--- src/rtl/prach_fcw_ctrl.sv ---
// rtl/prach_fcw_ctrl.sv - PRACH DDC FCW shadow/active tables with frame-aligned atomic commit
module prach_fcw_ctrl #(
  parameter int N_CC    = 3,
  parameter int N_CHN   = 8,
  parameter int FCW_W   = 16,
  parameter int TIMEOUT = 65535
) (
  input  logic             clk,
  input  logic             rst,
  input  logic             csr_wr_en,
  input  logic [4:0]       csr_wr_addr,
  input  logic [FCW_W-1:0] csr_wr_data,
  input  logic             csr_commit,
  input  logic             csr_err_clr,
  input  logic             sync_in,
  output logic [FCW_W-1:0] ctrl_fcw [N_CC][N_CHN],
  output logic             fcw_update,
  output logic             csr_busy,
  output logic [1:0]       csr_err,
  output logic [7:0]       commit_cnt
);

  localparam int               CNT_W    = $clog2(TIMEOUT + 1);
  localparam logic [CNT_W-1:0] TMO_LAST = CNT_W'(TIMEOUT - 1);

  typedef enum logic {IDLE, ARMED} state_e;

  state_e           state_q, state_d;
  logic [CNT_W-1:0] tmo_cnt_q, tmo_cnt_d;
  logic             upd_q, upd_d;
  logic [1:0]       err_q, err_d;
  logic [7:0]       cnt_q, cnt_d;

  logic [FCW_W-1:0] shadow_q [N_CC][N_CHN];
  logic [FCW_W-1:0] active_q [N_CC][N_CHN];

  logic [1:0] wr_cc;
  logic [2:0] wr_chn;
  logic       cc_ok;
  logic       wr_ok;
  logic       wr_drop;
  logic       apply;
  logic       tmo_hit;

  // Event decode: the shadow is only writable in IDLE so the snapshot stays frozen while armed
  assign wr_cc   = csr_wr_addr[4:3];
  assign wr_chn  = csr_wr_addr[2:0];
  assign cc_ok   = (32'(wr_cc) < N_CC);
  assign wr_ok   = csr_wr_en && (state_q == IDLE) && cc_ok;
  assign wr_drop = csr_wr_en && !wr_ok;
  assign apply   = (state_q == ARMED) && sync_in;
  assign tmo_hit = (state_q == ARMED) && !sync_in && (tmo_cnt_q == TMO_LAST);

  // State, timeout counter and registered outputs
  always_ff @(posedge clk) begin
    if (rst) begin
      state_q   <= IDLE;
      tmo_cnt_q <= '0;
      upd_q     <= 1'b0;
      err_q     <= 2'b00;
      cnt_q     <= 8'd0;
    end else begin
      state_q   <= state_d;
      tmo_cnt_q <= tmo_cnt_d;
      upd_q     <= upd_d;
      err_q     <= err_d;
      cnt_q     <= cnt_d;
    end
  end

  // Next state: commit arms; apply wins over timeout; commit while armed is ignored
  always_comb begin
    state_d   = state_q;
    tmo_cnt_d = tmo_cnt_q;
    case (state_q)
      IDLE: begin
        tmo_cnt_d = '0;
        if (csr_commit) state_d = ARMED;
      end
      ARMED: begin
        if (apply || tmo_hit) begin
          state_d   = IDLE;
          tmo_cnt_d = '0;
        end else begin
          tmo_cnt_d = tmo_cnt_q + 1'b1;
        end
      end
      default: begin
        state_d   = IDLE;
        tmo_cnt_d = '0;
      end
    endcase
  end

  // Output next values: update pulse, sticky errors (new error beats clear), apply counter
  always_comb begin
    upd_d    = apply;
    err_d[0] = wr_drop | (err_q[0] & ~csr_err_clr);
    err_d[1] = tmo_hit | (err_q[1] & ~csr_err_clr);
    cnt_d    = cnt_q + 8'(apply);
  end

  // Shadow table: CSR writes land here, one entry per accepted write
  always_ff @(posedge clk) begin
    if (rst) begin
      for (int i = 0; i < N_CC; i++)
        for (int j = 0; j < N_CHN; j++)
          shadow_q[i][j] <= '0;
    end else if (wr_ok) begin
      shadow_q[wr_cc][wr_chn] <= csr_wr_data;
    end
  end

  // Active table: whole-table copy on the frame boundary so all NCOs retune together
  always_ff @(posedge clk) begin
    if (rst) begin
      for (int i = 0; i < N_CC; i++)
        for (int j = 0; j < N_CHN; j++)
          active_q[i][j] <= '0;
    end else if (apply) begin
      active_q <= shadow_q;
    end
  end

  assign ctrl_fcw   = active_q;
  assign fcw_update = upd_q;
  assign csr_busy   = (state_q == ARMED);
  assign csr_err    = err_q;
  assign commit_cnt = cnt_q;

endmodule

--- config.mk ---
export PLATFORM = sky130hd
export DESIGN_NAME = prach_fcw_ctrl
export DESIGN_NICKNAME = d
export VERILOG_FILES = /design/src/rtl/prach_fcw_ctrl.sv
export SDC_FILE = /design/constraint.sdc
export NUM_CORES = 2
export LEC_CHECK = 0
export CAP_MARGIN = 20
export CORE_MARGIN = 1.5
export CORE_UTILIZATION = 56
export CTS_BUF_LIST = sky130_fd_sc_hd__clkbuf_2
export CTS_CLUSTER_SIZE = 8
export DETAILED_ROUTE_END_ITERATION = 16
export GPL_TIMING_DRIVEN = 1
export PLACE_DENSITY = 0.82
export SETUP_SLACK_MARGIN = 0.1
export SYNTH_ARGS = -nofsm -noshare
export SYNTH_HDL_FRONTEND = slang
export SYNTH_SLANG_ARGS = --single-unit
--- constraint.sdc ---
create_clock -name clk -period 2.5 [get_ports clk]
set_input_delay 0.25 -clock clk [delete_from_list [all_inputs] [get_ports clk]]
set_output_delay 0.25 -clock clk [all_outputs]
set_load 0.02 [all_outputs]
==> impl_results.rst <==
.. list-table::
   :header-rows: 1

   * - Metric
     - Value
   * - Tightest slew margin relative to the limit
     - 0.1838
   * - Highest attainable clock frequency
     - 433.1 MHz
   * - Reg2Reg Capture Point
     - shadow_q[304]
   * - Starting Density
     - 0.5664
   * - Data required time at the worst endpoint
     - 3.71 ns
   * - Share of final-layout standard cells stronger than drive strength 1
     - 0.1855
   * - Min-delay worst type
     - input pin to flop
   * - Core Area
     - 0.04885 mm^2
   * - Number of fill cells
     - 4003
   * - Global-route wire length before repair
     - 135000 um
   * - Buffers & Inverters on Critical Path
     - 3
   * - Portion of the post-synthesis area used by sequential elements
     - 0.5760
   * - Startpoint class of the critical path
     - flop
   * - Unrepaired setup endpoints after global routing
     - yes
   * - Syn Std Cell Area
     - 0.02767 mm^2
   * - Cells after Synth
     - 3532
   * - Kind of capture point of the worst setup path
     - flop
   * - Max H-tree Level
     - 4
   * - Total length of routed wires
     - 90310 um
   * - Worst-case setup slack after placement
     - 0.1114 ns
   * - Total Negative Setup Slacks
     - 0 ns
   * - Arr. time, crit path
     - 3.52 ns
   * - Worst skew pair latency
     - 1.39 ns
   * - Worst reg-to-reg setup slack
     - 0.19 ns
   * - Total number of vias
     - 26190
   * - Vertical extent of the die
     - 225.3 um
   * - Hold violation count in the final report
     - 0
   * - Detailed-route vias per instance
     - 5.470
   * - Number of sinks driven by the clock tree
     - 796
   * - Logic pwr share
     - 0.050
   * - Outcome
     - complete, no violations
   * - Critical path start-end classification
     - flop to flop
   * - Total net switching power
     - 0.005788 W
   * - Clk pin slew, worst setup/hold paths
     - 0.11 ns
   * - FF+latch area
     - 0.01601 mm^2
   * - Die X-Extent
     - 225.3 um
   * - Critical path fanouts, max
     - 15
   * - Layout net count
     - 4046
   * - Leakage power of the design
     - 12.09 nW
   * - Hold Crit Endpoint
     - csr_err[0]
   * - Antenna Nets Post-Route
     - 0
   * - Areal power density over the cells
     - 637.5 mW/mm^2
   * - Floorplan die area
     - 0.05075 mm^2
   * - Syn_area_per_cell
     - 7.833 um^2
   * - Syn_nets
     - 3563
   * - TritonCTS clock tree
     - done
   * - Max IR drop VDD
     - 358.3 uV
   * - Startpoint of the tightest hold check path
     - csr_err_clr
   * - Worst-margin pin slew
     - 1.220 ns
   * - Number of global-route vias before repair
     - 24030
   * - Count of yosys warnings during synthesis
     - 0
   * - Largest net degree at the start of global routing
     - 171
   * - Routed wire length per instance
     - 18.86 um
   * - Initial antenna violation count
     - 5
   * - Final Max Slew Viols
     - 0
   * - Sequence of cells on the critical path
     - nor4b_4, dlygate4sd3_1, buf_4, nand2_1, buf_4, nand2_1, a21oi_1
   * - Yosys cell types
     - 44
   * - Total internal power
     - 0.01598 W
   * - Initial detailed-routing violation count
     - 2877
   * - Largest buffer count on any clock path
     - 3
   * - Crit Reg-Reg Startpoint
     - csr_busy
   * - Relative contribution of sequential cells to total power
     - 0.586
   * - Number of buffers created by CTS
     - 186
   * - Delay of the slowest cell on the worst path
     - 0.73 ns
   * - Final standard cell utilization of the core
     - 0.6990
   * - Overall overflow remaining after global route
     - 0
   * - Critical Path Slowest Stage Cell
     - dlygate4sd3_1
   * - Dpl hpwl
     - 51360 um
   * - Final Worst Setup Slack
     - 0.1913 ns
   * - Hold WS
     - 0.2108 ns
   * - Period utilisation layout
     - 0.9235
   * - Count of state elements after synthesis
     - 796
   * - Sw Ratio
     - 0.2659
   * - Max Clock Skew
     - 0.08921 ns
   * - Final Critical Period
     - 2.309 ns
   * - Cell depth of the worst flop-to-flop path
     - 7
   * - Number of search-and-repair iterations in the first detailed-routing pass
     - 5
   * - Ports placed on the boundary
     - 423
   * - Total of buffers placed on input and output ports
     - 422
   * - Root Driver
     - clkbuf_2
   * - Area growth from synthesis to layout
     - 23.42%
   * - Clock Power Share
     - 0.364
   * - Setup-failing EPs final
     - 0
   * - Site row count
     - 81
   * - Max capacitance violation total
     - 0
   * - Placer's final routability congestion estimate
     - 0.8297
   * - Overall Global Routing Usage
     - 0.3478
   * - Kind of cell adding the most delay to the critical path
     - buffers and inverters
   * - Hold path cells
     - 5
   * - Multi-input gate area
     - 0.01064 mm^2
   * - DRC errors left
     - 0
-- metrics by stage --
step,area [um^2],instances,total power (W)
after floorplan,27670,3532,0.01358
after global routing,34150,4788,0.02260
after global placement,32290,4421,0.01397
after detailed placement,32290,4421,0.01397
after CTS,34220,4783,0.02185
final,34150,4788,0.02177
-- layout by cell type (no fill, tap or decap), types with 7 or more instances in the layout --
cell type        instances
xnor2_1                  8
buf_4                   60
buf_2                  136
dlygate4sd2_1           31
clkinv_1                24
a21oi_1                771
nor2_4                   7
xor2_1                  11
clkdlybuf4s15_2        172
nor2_1                  34
clkdlybuf4s15_1         46
clkbuf_2               279
buf_12                  24
nand3_1                 11
dlygate4sd3_1           60
dfxtp_2                 53
clkdlybuf4s50_1          9
nand2_1               1559
dfxtp_1                741
-- how the worst max path moves through the flow --
stage | to | cells past startpoint | from
after CTS | ctrl_fcw[214] | 1 | ctrl_fcw[214]
after detailed placement | shadow_q[58] | 6 | csr_wr_addr[2]
final | shadow_q[304] | 7 | csr_busy
after global placement | shadow_q[61] | 6 | csr_wr_addr[2]
after global routing | commit_cnt[6] | 1 | commit_cnt[6]
after floorplan | commit_cnt[5] | 9 | csr_busy
-- cells in the mapped netlist (all sizes together) --
| master | count | share of area |
|---|---|---|
| nand2 | 1562 | 0.21 |
| dfxtp | 796 | 0.58 |
| a21oi | 771 | 0.14 |
| clkbuf | 225 | 0.031 |
| nor2 | 46 | 0.0086 |
| buf | 44 | 0.0089 |
| nand3 | 11 | 0.0020 |
| xor2 | 11 | 0.0035 |
| xnor2 | 8 | 0.0025 |
| nand3b | 5 | 0.0014 |
| ha | 4 | 0.0018 |
| nand2b | 4 | 0.00090 |
| nand4 | 4 | 0.00090 |
| and2 | 3 | 0.00068 |
| and3b | 3 | 0.00095 |
| inv | 3 | 0.00041 |
| nor2b | 3 | 0.00068 |
| nor3 | 3 | 0.00054 |
| nor3b | 3 | 0.00081 |
| or3b | 3 | 0.00095 |
| or4b | 3 | 0.0011 |
| and3 | 2 | 0.00045 |
| and4 | 2 | 0.00063 |
| and4bb | 2 | 0.00090 |
| nand4bb | 2 | 0.00081 |
| nor4 | 2 | 0.00045 |
| o21ai | 2 | 0.00036 |
| or2 | 2 | 0.00045 |
| a21o | 1 | 0.00032 |
| nor4b | 1 | 0.00086 |
| or3 | 1 | 0.00023 |
-- sequential cells by signal, summed over array words and instances, names as in the netlist --
register / flops
commit_cnt: 8
fcw_update: 1
shadow_q: 384
tmo_cnt_q: 16
ctrl_fcw: 384
csr_busy: 1
csr_err: 2
-- worst min-delay path, delay by kind of cell --
kind,cells,cell delay (ns)
buffers and inverters,2,1.05
AND/OR/NAND/NOR,2,0.19
AO/OA/AOI/OAI,1,0.05
-- timing repair --
action	4_1_cts	5_1_grt
buffers inserted	0	0
hold endpoints to repair	796	0
hold buffers	70	0
endpoints found under the setup margin	396	76
resized for setup	1184	94
-- per-layer routing --
metal,vias up,part of all wire,track usage
li1,12360,-,-
met1,12350,0.40,0.4413
met2,1232,0.46,0.5361
met3,246,0.092,0.09687
met4,4,0.047,0.1912
met5,-,0.00030,0
-- cell type report --
class,instances,area share
multi-input cells,2464,0.3116
clock buffers,256,0.03752
diodes,5,0.0003664
flip-flops and latches,796,0.4688
inverters,3,0.0005496
clock inverters,36,0.006815
repair buffers,564,0.1500
well taps,664,0.02433
-- power groups by stage --
| stage | logic [W] | registers, W | clock network (W) |
|---|---|---|---|
| final | 0.00109 | 0.0127 | 0.00793 |
| after global routing | 0.00113 | 0.0128 | 0.00871 |
| after CTS | 0.00106 | 0.0127 | 0.00804 |
| after detailed placement | 0.000924 | 0.0130 | 0 |
| after global placement | 0.000928 | 0.0130 | 0 |
| after floorplan | 0.000531 | 0.0130 | 0 |
-- cells by family (layout without fill, tap and decap cells) --
kind of cell	Yosys count	count (layout)	share of synthesized area
AO/OA/AOI/OAI	774	774	0.1401
XOR/XNOR	19	19	0.006015
adder cells (fa/ha/maj)	4	4	0.001809
buffers and inverters	272	859	0.03984
flip-flops	796	796	0.5760
other	0	5	0
AND/OR/NAND/NOR	1667	1667	0.2362
(Power assumes the default switching activity.)
